File: src/rtl/bus_arbiter_pkg.sv
// Shared arbiter header: bus widths, FSM encoding, timeout counter width.
// Used by bus_arbiter, bus_arbiter_if and bus_timeout_cnt.
package bus_arbiter_pkg;

   localparam int AW   = 32;
   localparam int DW   = 32;
   localparam int TO_W = 8;

   typedef enum logic [1:0] {
      IDLE    = 2'b00,
      GNT_IF  = 2'b01,
      GNT_MEM = 2'b10
   } arb_state_e;

   typedef enum logic {
      LG_IF  = 1'b0,
      LG_MEM = 1'b1
   } arb_mst_e;

   // Grant state that belongs to a master id
   function automatic arb_state_e gnt_of(arb_mst_e m);
      return (m == LG_MEM) ? GNT_MEM : GNT_IF;
   endfunction

endpackage

File: src/rtl/bus_arbiter_if.sv
// Fetch/memory request ports plus the shared bus port.
// slave = arbiter side, master = pipeline and bus-slave side.
interface bus_arbiter_if;
   import bus_arbiter_pkg::*;

   logic          if_req;
   logic [AW-1:0] if_addr;
   logic [DW-1:0] if_rd_data;
   logic          if_busy;
   logic          if_bus_err;

   logic          mem_req;
   logic          mem_rw;
   logic [AW-1:0] mem_addr;
   logic [DW-1:0] mem_wr_data;
   logic [DW-1:0] mem_rd_data;
   logic          mem_busy;
   logic          mem_bus_err;

   logic          bus_as;
   logic          bus_rw;
   logic [AW-1:0] bus_addr;
   logic [DW-1:0] bus_wr_data;
   logic          bus_rdy;
   logic [DW-1:0] bus_rd_data;

   modport slave (
      input  if_req, if_addr,
      output if_rd_data, if_busy, if_bus_err,
      input  mem_req, mem_rw, mem_addr, mem_wr_data,
      output mem_rd_data, mem_busy, mem_bus_err,
      output bus_as, bus_rw, bus_addr, bus_wr_data,
      input  bus_rdy, bus_rd_data
   );

   modport master (
      output if_req, if_addr,
      input  if_rd_data, if_busy, if_bus_err,
      output mem_req, mem_rw, mem_addr, mem_wr_data,
      input  mem_rd_data, mem_busy, mem_bus_err,
      input  bus_as, bus_rw, bus_addr, bus_wr_data,
      output bus_rdy, bus_rd_data
   );

endinterface

File: src/rtl/bus_timeout_cnt.sv
// Grant-cycle counter; expire_o flags the last allowed cycle.
// TIMEOUT_CYC must be in 1..255.
module bus_timeout_cnt
   import bus_arbiter_pkg::*;
#(
   parameter int TIMEOUT_CYC = 255
) (
   input  logic clk,
   input  logic reset,
   input  logic clr_i,
   input  logic en_i,
   output logic expire_o
);

   localparam logic [TO_W-1:0] LIM = TO_W'(TIMEOUT_CYC - 1);

   logic [TO_W-1:0] cnt_q;
   logic [TO_W-1:0] cnt_d;

   // Clear has priority over counting
   always_comb begin
      cnt_d = cnt_q;
      if (clr_i)     cnt_d = '0;
      else if (en_i) cnt_d = cnt_q + 1'b1;
   end

   // Count register
   always_ff @(posedge clk or negedge reset) begin
      if (!reset) cnt_q <= '0;
      else        cnt_q <= cnt_d;
   end

   assign expire_o = (cnt_q == LIM);

endmodule

File: src/rtl/bus_arbiter.sv
// Shared-bus arbiter between fetch and memory stages, with timeout.
// BUS_ARB_RR_EN: round-robin on ties; default is fixed MEM-over-IF.
module bus_arbiter
   import bus_arbiter_pkg::*;
#(
   parameter int TIMEOUT_CYC = 255
) (
   input  logic         clk,
   input  logic         reset,
   bus_arbiter_if.slave bus
);

   arb_state_e    state_q, state_d;
   arb_state_e    idle_pick;
   logic          bus_as_q;
   logic [DW-1:0] if_rd_q, mem_rd_q;
   logic          gnt_if, gnt_mem, in_gnt;
   logic          done, expire, to;
   logic          cnt_clr, cnt_en;
   logic          any_req;

   assign gnt_if  = (state_q == GNT_IF);
   assign gnt_mem = (state_q == GNT_MEM);
   assign in_gnt  = gnt_if | gnt_mem;
   assign done    = in_gnt & bus.bus_rdy;
   assign to      = in_gnt & ~bus.bus_rdy & expire;
   assign cnt_clr = ~in_gnt | done | to;
   assign cnt_en  = in_gnt & ~bus.bus_rdy;
   assign any_req = bus.if_req | bus.mem_req;

`ifdef BUS_ARB_RR_EN
   arb_mst_e lg_q;

   // Tie goes to the master not granted last
   always_comb begin
      idle_pick = bus.mem_req ? GNT_MEM : GNT_IF;
      if (bus.if_req && bus.mem_req)
         idle_pick = (lg_q == LG_MEM) ? gnt_of(LG_IF)
                                      : gnt_of(LG_MEM);
   end
`else
   // Fixed priority: the older instruction (MEM) wins
   always_comb begin
      idle_pick = bus.mem_req ? GNT_MEM : GNT_IF;
   end
`endif

   // Next-state: other master first on completion, abort on timeout
   always_comb begin
      state_d = state_q;
      unique case (state_q)
         IDLE: begin
            if (any_req) state_d = idle_pick;
         end
         GNT_IF: begin
            if (done)
               state_d = bus.mem_req ? GNT_MEM :
                         bus.if_req  ? GNT_IF  : IDLE;
            else if (to)
               state_d = IDLE;
         end
         GNT_MEM: begin
            if (done)
               state_d = bus.if_req  ? GNT_IF  :
                         bus.mem_req ? GNT_MEM : IDLE;
            else if (to)
               state_d = IDLE;
         end
         default: state_d = IDLE;
      endcase
   end

   // FSM state, address strobe and last-grant tracking
   always_ff @(posedge clk or negedge reset) begin
      if (!reset) begin
         state_q  <= IDLE;
         bus_as_q <= 1'b0;
`ifdef BUS_ARB_RR_EN
         lg_q     <= LG_IF;
`endif
      end else begin
         state_q  <= state_d;
         bus_as_q <= (state_d != IDLE);
`ifdef BUS_ARB_RR_EN
         if ((state_d != IDLE) && (!in_gnt || done))
            lg_q <= (state_d == GNT_MEM) ? LG_MEM : LG_IF;
`endif
      end
   end

   // Capture read data per master on completion
   always_ff @(posedge clk or negedge reset) begin
      if (!reset) begin
         if_rd_q  <= '0;
         mem_rd_q <= '0;
      end else begin
         if (gnt_if && bus.bus_rdy)  if_rd_q  <= bus.bus_rd_data;
         if (gnt_mem && bus.bus_rdy) mem_rd_q <= bus.bus_rd_data;
      end
   end

   // Bus fields follow the granted master, zero when idle
   always_comb begin
      bus.bus_rw      = 1'b0;
      bus.bus_addr    = '0;
      bus.bus_wr_data = '0;
      if (gnt_if) begin
         bus.bus_addr    = bus.if_addr;
      end else if (gnt_mem) begin
         bus.bus_rw      = bus.mem_rw;
         bus.bus_addr    = bus.mem_addr;
         bus.bus_wr_data = bus.mem_wr_data;
      end
   end

   assign bus.bus_as = bus_as_q;

   assign bus.if_busy  = bus.if_req
                       & ~(gnt_if & (bus.bus_rdy | expire));
   assign bus.mem_busy = bus.mem_req
                       & ~(gnt_mem & (bus.bus_rdy | expire));

   assign bus.if_bus_err  = gnt_if  & to;
   assign bus.mem_bus_err = gnt_mem & to;

   assign bus.if_rd_data  = (gnt_if && bus.bus_rdy)
                          ? bus.bus_rd_data : if_rd_q;
   assign bus.mem_rd_data = (gnt_mem && bus.bus_rdy)
                          ? bus.bus_rd_data : mem_rd_q;

   bus_timeout_cnt #(
      .TIMEOUT_CYC (TIMEOUT_CYC)
   ) u_to (
      .clk      (clk),
      .reset    (reset),
      .clr_i    (cnt_clr),
      .en_i     (cnt_en),
      .expire_o (expire)
   );

endmodule

File: src/flat_wrapper.sv
// flat-port wrapper written by rule: the top's interface ports become plain ports
module bus_arbiter_flat import bus_arbiter_pkg::*;
#(
   parameter int TIMEOUT_CYC = 255
)
  (clk, reset, bus_if_req, bus_if_addr, bus_if_rd_data, bus_if_busy, bus_if_bus_err, bus_mem_req, bus_mem_rw, bus_mem_addr, bus_mem_wr_data, bus_mem_rd_data, bus_mem_busy, bus_mem_bus_err, bus_bus_as, bus_bus_rw, bus_bus_addr, bus_bus_wr_data, bus_bus_rdy, bus_bus_rd_data);
  bus_arbiter_if bus_i ();
  input  logic clk;
  input  logic reset;
  input wire logic [$bits(bus_i.if_req)-1:0] bus_if_req;
  input wire logic [$bits(bus_i.if_addr)-1:0] bus_if_addr;
  output wire logic [$bits(bus_i.if_rd_data)-1:0] bus_if_rd_data;
  output wire logic [$bits(bus_i.if_busy)-1:0] bus_if_busy;
  output wire logic [$bits(bus_i.if_bus_err)-1:0] bus_if_bus_err;
  input wire logic [$bits(bus_i.mem_req)-1:0] bus_mem_req;
  input wire logic [$bits(bus_i.mem_rw)-1:0] bus_mem_rw;
  input wire logic [$bits(bus_i.mem_addr)-1:0] bus_mem_addr;
  input wire logic [$bits(bus_i.mem_wr_data)-1:0] bus_mem_wr_data;
  output wire logic [$bits(bus_i.mem_rd_data)-1:0] bus_mem_rd_data;
  output wire logic [$bits(bus_i.mem_busy)-1:0] bus_mem_busy;
  output wire logic [$bits(bus_i.mem_bus_err)-1:0] bus_mem_bus_err;
  output wire logic [$bits(bus_i.bus_as)-1:0] bus_bus_as;
  output wire logic [$bits(bus_i.bus_rw)-1:0] bus_bus_rw;
  output wire logic [$bits(bus_i.bus_addr)-1:0] bus_bus_addr;
  output wire logic [$bits(bus_i.bus_wr_data)-1:0] bus_bus_wr_data;
  input wire logic [$bits(bus_i.bus_rdy)-1:0] bus_bus_rdy;
  input wire logic [$bits(bus_i.bus_rd_data)-1:0] bus_bus_rd_data;
  assign bus_i.if_req = bus_if_req;
  assign bus_i.if_addr = bus_if_addr;
  assign bus_if_rd_data = bus_i.if_rd_data;
  assign bus_if_busy = bus_i.if_busy;
  assign bus_if_bus_err = bus_i.if_bus_err;
  assign bus_i.mem_req = bus_mem_req;
  assign bus_i.mem_rw = bus_mem_rw;
  assign bus_i.mem_addr = bus_mem_addr;
  assign bus_i.mem_wr_data = bus_mem_wr_data;
  assign bus_mem_rd_data = bus_i.mem_rd_data;
  assign bus_mem_busy = bus_i.mem_busy;
  assign bus_mem_bus_err = bus_i.mem_bus_err;
  assign bus_bus_as = bus_i.bus_as;
  assign bus_bus_rw = bus_i.bus_rw;
  assign bus_bus_addr = bus_i.bus_addr;
  assign bus_bus_wr_data = bus_i.bus_wr_data;
  assign bus_i.bus_rdy = bus_bus_rdy;
  assign bus_i.bus_rd_data = bus_bus_rd_data;
  bus_arbiter #(.TIMEOUT_CYC(TIMEOUT_CYC)) u_core (.clk(clk), .reset(reset), .bus(bus_i));
endmodule
File: config.mk
export PLATFORM = sky130hd
export DESIGN_NAME = bus_arbiter_flat
export DESIGN_NICKNAME = d
export VERILOG_FILES = /design/src/rtl/bus_arbiter_pkg.sv /design/src/rtl/bus_arbiter_if.sv /design/src/rtl/bus_timeout_cnt.sv /design/src/rtl/bus_arbiter.sv /design/src/flat_wrapper.sv
export SDC_FILE = /design/constraint.sdc
export NUM_CORES = 1
export LEC_CHECK = 0
export ABC_AREA = 0
export CAP_MARGIN = 25
export CORE_AREA = 2 2 108 110
export CTS_CLUSTER_SIZE = 28
export DETAILED_ROUTE_END_ITERATION = 7
export DIE_AREA = 0 0 110 112
export DONT_BUFFER_PORTS = 1
export PLACE_DENSITY = 0.47
export SKIP_LAST_GASP = 1
export SLEW_MARGIN = 15
export SYNTH_ARGS = -nofsm -noshare
export SYNTH_HDL_FRONTEND = slang
export SYNTH_SLANG_ARGS = --single-unit
File: constraint.sdc
create_clock -name clk -period 3.15 [get_ports clk]
set_input_delay 0.4725 -clock clk [delete_from_list [all_inputs] [get_ports clk]]
set_output_delay 0.4725 -clock clk [all_outputs]
set_load 0.05 [all_outputs]
After elaboration in Yosys (flattened, before gate mapping)
Index checks and enable logic that the tools add are counted.
{"block": "op_classes", "addsub": 1, "n_bitwise": 18, "eq_ne": 3, "n_mux": 20, "reduce_logical": 5}
{"operator": "2-to-1 mux 32 bit", "n": 6}
{"operator": "2-to-1 mux 2 bit", "n": 8}
{"operator": "2-to-1 mux 8 bit", "n": 2}
{"operator": "bitwise AND 1 bit", "n": 9}
{"operator": "adder 8 x 1 -> 8 bit (second input constant)", "n": 1}
{"operator": "== test 8 bit (second input constant)", "n": 1}
{"operator": "case mux 2 bit (3 select lines)", "n": 1}
{"operator": "bitwise OR 1 bit", "n": 5}
{"operator": "NOT 1 bit", "n": 4}
{"operator": "nonzero test 2 bit", "n": 2}
{"operator": "2-to-1 mux 1 bit", "n": 3}
{"operator": "== test 2 x 1 -> 1 bit (second input constant)", "n": 1}
{"operator": "== test 2 bit (second input constant)", "n": 1}
{"operator": "logical AND 1 bit", "n": 2}
{"operator": "logical NOT 2 bit", "n": 1}
{"block": "word_totals", "wordCells": 52, "regBits": 75, "out_inout_bits": 134}

Depth between registers and ports, before layout
{"block": "logic_depth", "ltp_word": 8, "ltp_mapped": 7, "mapped_depth_nobuf": 6}

Cells and area by module
A second synthesis with hierarchy kept.
{"block": "hier_totals", "cells_unflattened": 287, "area_unflattened_um2": 3619.7}
{"module": "bus_arbiter", "cells_per_inst": 246, "instances": 1, "area_each_um2": 3209.3, "seq_area_each_um2": 1676.6}
{"module": "bus_timeout_cnt", "cells_per_inst": 41, "instances": 1, "area_each_um2": 410.4, "seq_area_each_um2": 200.2}

Worst setup path before layout
Ideal clock, no wire load.
{"block": "synth_path", "path_type": "register to output", "startpoint": "register u_core.state_q[0]", "endpoint": "output port bus_bus_addr[10]", "path_buffers": 2, "required_ps": 2677, "arrival_ps": 2275, "path_stages_with_launch": 7, "path_slack_ps": 403, "path_cell_list": "dfrtp_1 -> inv_1 -> ha_1 -> buf_2 -> buf_1 -> nand2_1 -> o21ai_0"}
{"block": "synth_via", "elab_chain_len": 3, "word_cells_on_any_way": 4}
{"item": "from (decl)", "line_no": "bus_arbiter.sv:13", "source": "arb_state_e state_q, state_d;"}
{"item": "from (signal assigned)", "line_no": "bus_arbiter.sv:82", "source": "state_q <= state_d;"}
{"item": "== test 2 bit", "line_no": "bus_arbiter.sv:23", "source": "assign gnt_mem = (state_q == GNT_MEM);"}
{"item": "2-to-1 mux 32 bit", "line_no": "bus_arbiter.sv:109", "source": "end else if (gnt_mem) begin"}
{"item": "2-to-1 mux 32 bit (*)", "line_no": "bus_arbiter.sv:107", "source": "if (gnt_if) begin"}
{"item": "to (decl)", "line_no": "flat_wrapper.sv:24", "source": "output wire logic [$bits(bus_i.bus_addr)-1:0] bus_bus_addr;"}
Every way passes the cells marked *; elsewhere a longest branch is shown, timed or not.

Worst setup path after layout
{"block": "layout_path", "startpoint": "register u_core.state_q[1]", "endpoint": "output port bus_bus_wr_data[0]"}
{"block": "layout_via", "elab_chain_len": 3, "word_cells_on_any_way": 4}
{"item": "== test 2 bit", "line_no": "bus_arbiter.sv:23"}
{"item": "2-to-1 mux 32 bit", "line_no": "bus_arbiter.sv:109"}
{"item": "2-to-1 mux 32 bit (*)", "line_no": "bus_arbiter.sv:107"}
{"item": "to (decl)", "line_no": "flat_wrapper.sv:25", "source": "output wire logic [$bits(bus_i.bus_wr_data)-1:0] bus_bus_wr_data;"}
Marked as above.

==> impl_metrics.ini <==
[synth]
ys_ff_latch = 75
yosys.area_share.simple_pct = 16.4
synth_compound_area_share_pct = 7.09
syn_inst = 351
avgSynthCellArea_sq_um = 10.6
synth_area_sq_mm = 0.00371
yosysWarnings = 0
ys.flop_type = dfrtp_1
synthTopCellsByCount = dfrtp_1 (75), nand2_1 (70), mux2_2 (60)
synth_edf_count = 0
yosysMostFrequentCell = dfrtp_1
synth_fp_nets = 491
ys_types = 34
synthMuxAreaShare_pct = 19.4
yosys-top-cells-area = dfrtp_1 (51%), mux2_2 (18%), nand2_1 (7.1%)
synth_fa_ha_area_share_pct = 2.02
synth_top_family_by_area = multiplexers
synth_top_area_share_pct = 50.6
synth_area_leader_cell = dfrtp_1
async_reset_ff_share_pct = 100
ys_seq_area_share_pct = 50.6
synth-xor-area-share_pct = 1.42

[sta]
finalSetupViolCount = 0
rsz0062_at_grt = no
tightest_slew_ps = 527
setup_tns_ps = 0
finalCriticalPeriod_ps = 2620
timing.hold.ws_ps = 32.2
max_freq_ghz = 0.381
skew_ps = 6.00
hold_viol = 0
drv_slew = 0
relSlewSlack_pct = 64.9
finalCritPeriodShare_pct = 83.2

[clock_tree]
cts.clk_slew.worst_paths_ps = 50
clk_latency_ps = 330
clock_sinks = 75
ctsHoldBuffers = 1
clk_path_buf_depth = 2
cts_buffers = 9
post-cts-setup-buffers = 0
root_buffer = clkbuf_16
cts_max_level = 3
cts_resized = 0
cts_tree = built

[route]
drtPass1Iterations = 4
wl_per_cell_microns = 18.4
antenna_left = 0
finalWirelength_microns = 10400
vias = 2817
vias_per_cell = 4.99
drt_iter0_markers = 130
drcViolationCount = 0

[final_layout]
fin_area_sq_mm = 0.00511
multiInputGateArea_sq_mm = 0.00172
fillers = 1004
regArea_sq_mm = 0.00188
drive_above_1_share_pct = 37.0
nets = 554
area_growth_pct = 37.9

[worst_hold_path]
hold_path_class = primary input to asynchronous set/reset pin

[setup_path]
cp_slowest_cell = and2b_1
crit_chain = inv_1 > ha_2 > and2b_1 > buf_4 > and2_1 > buf_12
cp_top_family = simple AND/OR/NAND/NOR gates
crit_path_start = u_core.state_q[1]
slowest_delay_ps = 530
cp.buffers_inverters = 3
critPathKind = register to primary output
cp_max_fo = 19
endpoint_kind = primary output
arrival_ps = 2150
r2r-start = u_core.state_q[0]
required_ps = 2680
cp-start-kind = register

[global_route]
grt_max_degree = 76
grt_pass1_vias = 2701
grt_pass1_wl_microns = 14800
antenna_found_initial = 2
grt-ovfl-total = 0
grtUsageTotal_pct = 16.2

[floorplanning]
core-area_sq_mm = 0.0112
chipWidth_microns = 110
die-area_sq_mm = 0.0123
io_pins = 268
start_util_pct = 33.2
rows = 39
die_h_microns = 112

[placement]
place_area_sq_mm = 0.00477
hpwlAfterDp_microns = 8340
gp_congestion = 0.779
portBuffers = 0

[flow_run]
drv_cap = 0

[outcome]
status = finished clean
[worst register-to-register path: cells and delay by family (launching register included)]
family / cells / cell delay, ps
muxes: 1 / 620
buffers and inverters: 2 / 450
DFF: 1 / 430
and+or+nand+nor: 1 / 70
adders and majority gates: 1 / 230
[final cells by class]
cell class	instances	share of cell area, %
clock inverter	4	0.930
timing repair buffer	75	19.7
multi-input combinational	250	33.6
clock buffer	12	5.21
antenna	2	0.0978
tap	143	3.50
inverter	3	0.220
sequential	75	36.7
[through the flow]
step / instances / util (%) / worst slack [ps]
6_report: 564 / 45.8 / 529
5_1_grt: 563 / 45.8 / 326
4_1_cts: 562 / 45.7 / 484
3_5_place_dp: 545 / 42.7 / 844
3_3_place_gp: 545 / 42.7 / 878
2_1_floorplan: 351 / - / 403
[layer usage]
layer / global-route usage, % / share of wire, % / up-vias / routed length (microns)
met5: 0 / 0 / - / 0
met4: 6.24 / 2.3 / 0 / 242
met3: 8.14 / 13 / 13 / 1350
met2: 28.9 / 51 / 152 / 5320
met1: 15.6 / 34 / 1345 / 3490
li1: - / - / 1307 / -
[path summary, 6_finish.rpt]
path / endpoint / slack (ps) / cells past startpoint
setup / recovery: bus_bus_wr_data[0] / 530 / 6
hold / removal: u_core.mem_rd_q[6] / 30 / 1
setup reg to reg: u_core.mem_rd_q[31] / 1140 / 5
hold reg to reg: u_core.u_to.cnt_q[0] / 500 / 1
max in group asynchronous: u_core.mem_rd_q[24] / 2820 / 1
min in group clk: u_core.state_q[0] / 370 / 3
[flip-flops by register name, summed over array words and instances, names as in the netlist]
register,flops
u_core.if_rd_q,32
u_core.mem_rd_q,32
u_core.u_to.cnt_q,8
u_core.state_q,2
u_core.bus.bus_as,1
[kinds of logic after synthesis]
| group | Yosys count |
|---|---|
| AOI/OAI and AO/OA | 46 |
| xor gates and xnor gates | 6 |
| adders and majority gates | 6 |
| buffers and inverters | 26 |
| DFF | 75 |
| muxes | 64 |
| and+or+nand+nor | 128 |
[placed cells by master, fill, tap and decap left out, drive strengths merged, types with 2 or more instances in the layout]
cell	instances
a21boi	2
a21oi	5
a31oi	2
and2	33
and3	2
and4	3
buf	75
clkbuf	12
clkinv	2
dfrtp	75
diode	2
ha	6
inv	3
mux2	64
nand2	70
nand3	3
nor2	10
o21ai	32
or2	2
xnor2	3
xor2	3
Power is left out: the tool's default activity adds up to more than one toggle a clock period on the data nets, which glitch-free logic cannot reach.
